File: config.mk
export PLATFORM = sky130hd
export DESIGN_NAME = id_ex_register
export DESIGN_NICKNAME = d
export VERILOG_FILES = /design/src/rtl/mips_pkg.sv /design/src/rtl/alu_control.sv /design/src/rtl/id_ex_register.sv
export SDC_FILE = /design/constraint.sdc
export NUM_CORES = 1
export LEC_CHECK = 0
export BUFFER_PORTS_ARGS = -buffer_cell sky130_fd_sc_hd__buf_2
export CORE_ASPECT_RATIO = 1.4
export CORE_UTILIZATION = 30
export DETAILED_ROUTE_END_ITERATION = 8
export PLACE_DENSITY = 0.58
export SLEW_MARGIN = 30
export SYNTH_ARGS = -nofsm -noshare
export SYNTH_HDL_FRONTEND = slang
export SYNTH_SLANG_ARGS = --single-unit
File: constraint.sdc
create_clock -name i_clk -period 1.2 [get_ports i_clk]
set_clock_uncertainty 0.15 [all_clocks]
set_input_delay 0.24 -clock i_clk [delete_from_list [all_inputs] [get_ports i_clk]]
set_output_delay 0.24 -clock i_clk [all_outputs]
set_load 0.02 [all_outputs]
File: src/rtl/mips_pkg.sv
// Shared MIPS core constants: widths, ALU op codes, I-type opcodes and ALU class encodings.
package mips_pkg;

    localparam int unsigned BitsSize  = 32;
    localparam int unsigned BitsShamt = 5;
    localparam int unsigned BitsOp    = 6;
    localparam int unsigned BitsReg   = 5;

    // ALU op codes share the R-type funct encoding so class 10 can pass funct straight through
    localparam logic [BitsOp-1:0] AluOpAdd = 6'b100000;
    localparam logic [BitsOp-1:0] AluOpSub = 6'b100010;
    localparam logic [BitsOp-1:0] AluOpAnd = 6'b100100;
    localparam logic [BitsOp-1:0] AluOpOr  = 6'b100101;
    localparam logic [BitsOp-1:0] AluOpXor = 6'b100110;
    localparam logic [BitsOp-1:0] AluOpNor = 6'b100111;
    localparam logic [BitsOp-1:0] AluOpSlt = 6'b101010;
    localparam logic [BitsOp-1:0] AluOpSll = 6'b000000;
    localparam logic [BitsOp-1:0] AluOpSrl = 6'b000010;
    localparam logic [BitsOp-1:0] AluOpSra = 6'b000011;

    localparam logic [BitsOp-1:0] OpAndi = 6'b001100;
    localparam logic [BitsOp-1:0] OpOri  = 6'b001101;
    localparam logic [BitsOp-1:0] OpXori = 6'b001110;
    localparam logic [BitsOp-1:0] OpSlti = 6'b001010;

    typedef enum logic [1:0] {
        AluClassAdd   = 2'b00,
        AluClassSub   = 2'b01,
        AluClassRtype = 2'b10,
        AluClassItype = 2'b11
    } alu_class_e;

endpackage

File: src/rtl/alu_control.sv
// Combinational ALU-control decode: ALU class plus funct/opcode to ALU op and shift-amount select.
module alu_control
    import mips_pkg::*;
(
    input  logic [1:0]        alu_class_i,
    input  logic [BitsOp-1:0] funct_i,
    input  logic [BitsOp-1:0] opcode_i,
    output logic [BitsOp-1:0] alu_op_o,
    output logic              flag_shamt_o
);

    alu_class_e alu_class;
    assign alu_class = alu_class_e'(alu_class_i);

    always_comb begin
        alu_op_o     = AluOpAdd;
        flag_shamt_o = 1'b0;
        unique case (alu_class)
            AluClassAdd: alu_op_o = AluOpAdd;
            AluClassSub: alu_op_o = AluOpSub;
            AluClassRtype: begin
                alu_op_o     = funct_i;
                // Only the constant-shift forms take the shift amount from instr[10:6]
                flag_shamt_o = (funct_i == AluOpSll) || (funct_i == AluOpSrl) ||
                               (funct_i == AluOpSra);
            end
            AluClassItype: begin
                unique case (opcode_i)
                    OpAndi:  alu_op_o = AluOpAnd;
                    OpOri:   alu_op_o = AluOpOr;
                    OpXori:  alu_op_o = AluOpXor;
                    OpSlti:  alu_op_o = AluOpSlt;
                    default: alu_op_o = AluOpAdd;
                endcase
            end
            default: alu_op_o = AluOpAdd;
        endcase
    end

endmodule

File: src/rtl/id_ex_register.sv
// ID/EX pipeline register with registered ALU-control decode, stall/flush/step gating and
// a sticky halt flag that suppresses architectural writes after HALT.
module id_ex_register
    import mips_pkg::*;
#(
    parameter int unsigned BITS_SIZE  = 32,
    parameter int unsigned BITS_SHAMT = 5,
    parameter int unsigned BITS_OP    = 6,
    parameter int unsigned BITS_REG   = 5
) (
    input  logic                  i_clk,
    input  logic                  i_reset_n,
    input  logic                  i_enable,
    input  logic                  i_stall,
    input  logic                  i_flush,
    input  logic                  i_valid,
    input  logic [BITS_SIZE-1:0]  i_pc4,
    input  logic [BITS_SIZE-1:0]  i_data_a,
    input  logic [BITS_SIZE-1:0]  i_data_b,
    input  logic [BITS_SIZE-1:0]  i_imm,
    input  logic [BITS_SHAMT-1:0] i_shamt,
    input  logic [BITS_OP-1:0]    i_funct,
    input  logic [BITS_OP-1:0]    i_opcode,
    input  logic [BITS_REG-1:0]   i_rs,
    input  logic [BITS_REG-1:0]   i_rt,
    input  logic [BITS_REG-1:0]   i_rd,
    input  logic [1:0]            i_alu_class,
    input  logic                  i_alu_src,
    input  logic                  i_reg_dst,
    input  logic                  i_reg_write,
    input  logic                  i_mem_read,
    input  logic                  i_mem_write,
    input  logic                  i_mem_to_reg,
    input  logic                  i_halt,
    output logic [BITS_SIZE-1:0]  o_pc4,
    output logic [BITS_SIZE-1:0]  o_data_a,
    output logic [BITS_SIZE-1:0]  o_data_b,
    output logic [BITS_SIZE-1:0]  o_imm,
    output logic [BITS_SHAMT-1:0] o_shamt,
    output logic [BITS_REG-1:0]   o_rs,
    output logic [BITS_REG-1:0]   o_rt,
    output logic [BITS_REG-1:0]   o_rd,
    output logic [BITS_OP-1:0]    o_alu_op,
    output logic                  o_flag_shamt,
    output logic                  o_alu_src,
    output logic                  o_reg_dst,
    output logic                  o_reg_write,
    output logic                  o_mem_read,
    output logic                  o_mem_write,
    output logic                  o_mem_to_reg,
    output logic                  o_valid,
    output logic                  o_halt
);

    typedef struct packed {
        logic [BITS_SIZE-1:0]  pc4;
        logic [BITS_SIZE-1:0]  data_a;
        logic [BITS_SIZE-1:0]  data_b;
        logic [BITS_SIZE-1:0]  imm;
        logic [BITS_SHAMT-1:0] shamt;
        logic [BITS_REG-1:0]   rs;
        logic [BITS_REG-1:0]   rt;
        logic [BITS_REG-1:0]   rd;
        logic [BITS_OP-1:0]    alu_op;
        logic                  flag_shamt;
        logic                  alu_src;
        logic                  reg_dst;
        logic                  reg_write;
        logic                  mem_read;
        logic                  mem_write;
        logic                  mem_to_reg;
        logic                  valid;
    } id_ex_t;

    id_ex_t id_ex_d, id_ex_q;
    logic   halt_d, halt_q;

    logic [BITS_OP-1:0] dec_alu_op;
    logic               dec_flag_shamt;

    alu_control u_alu_control (
        .alu_class_i  (i_alu_class),
        .funct_i      (i_funct),
        .opcode_i     (i_opcode),
        .alu_op_o     (dec_alu_op),
        .flag_shamt_o (dec_flag_shamt)
    );

    always_comb begin
        id_ex_d = id_ex_q;
        halt_d  = halt_q;
        if (i_flush) begin
            id_ex_d        = '0;
            id_ex_d.alu_op = AluOpAdd;
        end else if (i_enable && !i_stall) begin
            id_ex_d.pc4        = i_pc4;
            id_ex_d.data_a     = i_data_a;
            id_ex_d.data_b     = i_data_b;
            id_ex_d.imm        = i_imm;
            id_ex_d.shamt      = i_shamt;
            id_ex_d.rs         = i_rs;
            id_ex_d.rt         = i_rt;
            id_ex_d.rd         = i_rd;
            id_ex_d.alu_op     = dec_alu_op;
            id_ex_d.flag_shamt = dec_flag_shamt;
            id_ex_d.alu_src    = i_alu_src;
            id_ex_d.reg_dst    = i_reg_dst;
            id_ex_d.mem_to_reg = i_mem_to_reg;
            id_ex_d.valid      = i_valid;
            // Bubbles and anything past a halt must not touch registers or memory
            id_ex_d.reg_write  = i_reg_write && i_valid && !halt_q;
            id_ex_d.mem_write  = i_mem_write && i_valid && !halt_q;
            id_ex_d.mem_read   = i_mem_read && i_valid;
            halt_d             = halt_q || (i_halt && i_valid);
        end
    end

    always_ff @(posedge i_clk or negedge i_reset_n) begin
        if (!i_reset_n) begin
            id_ex_q <= '0;
            halt_q  <= 1'b0;
        end else begin
            id_ex_q <= id_ex_d;
            halt_q  <= halt_d;
        end
    end

    assign o_pc4        = id_ex_q.pc4;
    assign o_data_a     = id_ex_q.data_a;
    assign o_data_b     = id_ex_q.data_b;
    assign o_imm        = id_ex_q.imm;
    assign o_shamt      = id_ex_q.shamt;
    assign o_rs         = id_ex_q.rs;
    assign o_rt         = id_ex_q.rt;
    assign o_rd         = id_ex_q.rd;
    assign o_alu_op     = id_ex_q.alu_op;
    assign o_flag_shamt = id_ex_q.flag_shamt;
    assign o_alu_src    = id_ex_q.alu_src;
    assign o_reg_dst    = id_ex_q.reg_dst;
    assign o_reg_write  = id_ex_q.reg_write;
    assign o_mem_read   = id_ex_q.mem_read;
    assign o_mem_write  = id_ex_q.mem_write;
    assign o_mem_to_reg = id_ex_q.mem_to_reg;
    assign o_valid      = id_ex_q.valid;
    assign o_halt       = halt_q;

endmodule
======== After elaboration in Yosys (flattened, before gate mapping) ========
Index checks and enable logic that the tools add are counted.
word-level totals
  bits in read-only memories .............. 0
  logic and storage cells ................. 49
  output and inout bits ................... 163
  latch bits .............................. 0
  flip-flop bits (word level) ............. 163
  memories ................................ 0
  memory bits (writable) .................. 0
  input port bits ......................... 175
operators by class
  bitwise operators ....................... 1
  equality and inequality tests ........... 9
  divide/modulo/power cells ............... 0
  reduce and logical (&&, ||, !) cells .... 16
  add/sub/neg operators ................... 0
  $mul .................................... 0
  mux-type cells .......................... 5
  shift operators ......................... 0
  magnitude comparators ................... 0
operators with widths
  operator              number
  $mux W162             2
  $eq A6 B4 Y1 const B  4
  $pmux W6 S4           1
  $pmux W4 S4           1
  $eq A6 B2 Y1 const B  2
  $logic_and A1 B1 Y1   7
  $logic_not A6 Y1      1
  $eq A2 B2 Y1 const B  2
  $logic_or A1 B1 Y1    3
  $eq A2 B1 Y1 const B  1
  $logic_not A1 Y1      2
  $logic_not A2 Y1      1
  $reduce_and A2 Y1     1
  $reduce_bool A2 Y1    1
  $mux W1               1
  $not A1 Y1            1

======== Logic depth before layout (Yosys ltp) ========
  depth after elaboration ................. 6
  mapped depth ............................ 5
  gate-level depth less buffers ........... 3

======== Cells and area by module ========
From an unflattened synthesis, not the netlist that was laid out.
unflattened totals
  cells, all modules ...................... 601
  area, all modules ....................... 8057.7 µm²
by module, submodules not included
  module          times used  area an instance (µm²)  cells each  seq. area each (µm²)
  id_ex_register  1           7923.8                  584         4078.9
  alu_control     1           133.9                   17          0.0

======== Least setup slack after synthesis ========
OpenSTA, ideal clock, no wires.
  kind .................................... input to register
  start ................................... input port i_stall
  end ..................................... register id_ex_q (netlist bit o_alu_op[2])
  library setup time ...................... 0.126 ns
  required time ........................... 0.924 ns
  setup slack ............................. -0.102 ns
  arrival ................................. 1.026 ns
  stages .................................. 4
  cell sequence ........................... and2b_4 nor2_4 buf_2 a221o_1
between the ends
  cells in the longest elaborated chain, start to end .. 3
ends and longest elaborated chain
  what                          RTL line               text
  start: declaration            id_ex_register.sv:14   input logic i_stall,
  $logic_not A1 Y1              id_ex_register.sv:95   end else if (i_enable && !i_stall) begin
  $logic_and A1 B1 Y1           id_ex_register.sv:95
  $reduce_bool A2 Y1 (no line)  n/a
  end signal: assignment        id_ex_register.sv:123  id_ex_q <= id_ex_d;
  end: declaration              id_ex_register.sv:75   id_ex_t id_ex_d, id_ex_q;
Every way passes these cells.
A chain may end at the register's enable or synchronous reset.

======== Worst setup path after layout ========
  start ................................... register id_ex_q (netlist bit o_pc4[4])
  end ..................................... output port o_pc4[4]
RTL lines
  what              RTL line              text
  end: declaration  id_ex_register.sv:35  output logic [BITS_SIZE-1:0] o_pc4,
No word-level cell between the ends.

==> summary.txt <==
Clock tree
  – Total CTS buffers: 17
  – H-tree Lvls: 4
  – CTS Sinks: 163
  – Clock transition at path regs: 0.06 ns
  – Root Driver: clkbuf_16
  – CTS Buffer Depth: 2
  – TritonCTS clock tree: yes
  – Worst-skew pair later-pin latency: 0.41 ns

Logic synthesis
  – Post-synthesis net count: 558
  – Yosys top cell area share: 68.8%
  – Post-synthesis adder-cell area fraction: 0%
  – Post-synth top area cell: dfrtp_1
  – Mapped Area: 5920 um2
  – Yosys cell types: 24
  – Largest family of logic cells by synthesized area: compound AO/OA/AOI/OAI gates
  – Post-synthesis xor/xnor area fraction: 0%
  – Post-Synth Simple-Gate Area: 2.53%
  – Mapped Cells: 383
  – Compound-Gate Fraction of Synth Area: 24.4%
  – Synth Area per Inst: 15.5 um2
  – Yosys reg bits: 163
  – Register area share after synthesis: 68.8%
  – Yosys warnings: 0
  – Post-synthesis mux area share: 0%
  – Area contributors post-synth: dfrtp_1, a22o_1, buf_6

Power and ir drop
  – Final Power: 14.1 mW
  – Clock Power Share: 38.7%
  – Leak: 6.44 nW
  – Sequential power share: 42.2%
  – Switching pwr: 3.53 mW
  – Combinational share of power: 19.1%
  – Power Density: 1140 nW/um2
  – Power Internal: 10.6 mW
  – Sw frac: 25.0%
  – Peak supply drop: 836 uV

Placement
  – Port bufs: 337
  – RD Place Congestion: 0.787
  – Hpwl dp: 13.1 mm

Critical path
  – Slowest CP cell: dfrtp_1
  – CP delay by family, top: flip-flops
  – Critical Path End Type: primary output
  – Critical path, cell by cell: buf_6
  – Critical path peak fanout: 2
  – Data arrival, critical path: 0.98 ns
  – Worst setup SP type: register
  – Worst setup path class: reg2out
  – CP Data Required Time: 0.81 ns
  – Critical Path Max Stage Delay: 0.42 ns
  – WP buf/inv: 1

Route
  – Via Count: 6271
  – WL/cell: 17.8 um
  – DRC: 0
  – Routed WL: 23.2 mm
  – Via/cell ratio: 4.82
  – DR pass1 iterations: 4
  – First-iteration detailed-routing DRC count: 269
  – Antenna viol nets, final: 0

Floorplanning
  – Core box area: 19300 um2
  – # rows: 60
  – Num ports: 338
  – Die X: 121 um
  – Starting Density: 30.7%
  – Die area: 20300 um2
  – Die Ht: 168 um

STA
  – Setup-failing EPs final: 163
  – Tmin final: 1.37 ns
  – Fin crit share: 114%
  – Max-Slew Margin vs Limit: 65.9%
  – Worst Setup Slack, final: -0.168 ns
  – RSZ-0062 raised after global routing: true
  – Slew Viols, Final: 0
  – Slew of the pin with the lowest slew margin: 0.498 ns
  – Final hold vios: 0
  – Max Fclk: 731 MHz
  – WHS: 0.0364 ns

Global routing
  – Pin count of the biggest net entering global routing: 42
  – Antenna violations before repair: 0
  – Total track usage: 22.1%
  – Vias in the first global route: 6889
  – Global route overflow: 0
  – First-pass GRT wire length: 34.7 mm

Cells and area
  – Layout cells sized above 1: 52.1%
  – N_diodes: 0
  – Final net count: 1217
  – Most frequent cells in the layout: buf_2, buf_4, buf_6
  – Most common cell after layout, fill and taps aside: buf_2
  – Area growth syn-to-layout: 108%
  – Filler cells: 1331

Status
  – Status: finished, violations left
  – Failing checks: setup timing

Hold path
  – Worst Hold Class: in2reg

Job
  – MaxCap Viol Count: 0
-- final timing paths --
check / start / to / slack (ns) / cells past startpoint
setup / recovery: o_pc4[4] / o_pc4[4] / -0.17 / 1
hold / removal: i_funct[0] / o_flag_shamt / 0.04 / 3
setup reg to reg: o_imm[7] / o_imm[7] / 0.05 / 3
hold reg to reg: o_halt / o_halt / 0.38 / 1
max in group asynchronous: i_reset_n / o_pc4[24] / 0.22 / 3
min in group asynchronous: i_reset_n / o_data_a[20] / 0.13 / 2
-- layout make-up --
cell class | count | area (um2) | share of cell area (%)
clock buffer | 18 | 429 | 3.48
sequential | 163 | 4080 | 33.1
tap | 248 | 310 | 2.51
timing repair buffer | 674 | 5750 | 46.6
inverter | 3 | 11.3 | 0.0913
multi-input combinational | 183 | 1610 | 13.0
clock inverter | 12 | 156 | 1.27
-- cell families (layout without fill, tap and decap cells) --
| kind of cell | Yosys count | count (layout) |
|---|---|---|
| compound gates | 165 | 165 |
| buf+inv | 37 | 707 |
| flops | 163 | 163 |
| simple gates | 18 | 18 |
-- timing repair --
| action | 4_1_cts | 5_1_grt |
|---|---|---|
| gates resized for setup | 326 | 1 |
| hold endpoints to repair | 323 | 0 |
| setup buffers | 74 | 55 |
| hold buffers | 161 | 0 |
| setup endpoints to repair | 163 | 164 |
-- through the flow --
| stage | worst slack [ns] | setup TNS [ns] | cell area [um2] | utilization, % | cells |
|---|---|---|---|---|---|
| final | -0.168 | -21.32 | 12300 | 63.9 | 1301 |
| after global routing | -0.205 | -28.46 | 12300 | 63.9 | 1301 |
| after CTS | -0.183 | -24.73 | 11900 | 61.8 | 1246 |
| after detailed placement | -0.329 | -47.87 | 8150 | 42.2 | 981 |
| after global placement | -0.312 | -45.50 | 8150 | 42.2 | 981 |
| after floorplan | -0.0926 | -8.14 | 5930 | - | 383 |
-- worst register-to-register path: stages (launching register included) --
cell and delay (ns):
dfrtp_1 0.39, buf_4 0.14, buf_4 0.12, a22o_1 0.23
-- power by group through the flow --
stage	sequential, mW	combinational (mW)	clock [mW]
2_1_floorplan	6.29	0.439	0
3_3_place_gp	5.98	1.60	0
3_5_place_dp	5.99	1.64	0
4_1_cts	5.94	2.52	5.60
5_1_grt	5.97	2.86	5.81
6_report	5.95	2.70	5.46
-- routing by layer --
metal | vias up | global-route usage, % | routed length (um)
met4 | 0 | 11.5 | 1070
li1 | 2800 | - | -
met1 | 3080 | 22.8 | 8200
met3 | 77 | 5.66 | 1430
met2 | 314 | 40.6 | 12500
met5 | - | 0 | 0
-- Yosys cell counts (all sizes together) --
cell type	instances
a2111oi	1
a211o	1
a221o	2
a22o	155
a31o	1
a32o	2
and2b	1
and3b	1
buf	34
dfrtp	163
inv	3
nand2b	2
nand3b	2
nand4bb	2
nor2	3
nor3	4
nor3b	2
nor4	1
o21ai	2
o221a	1
Note: power is estimated with default switching activity, not from simulation.
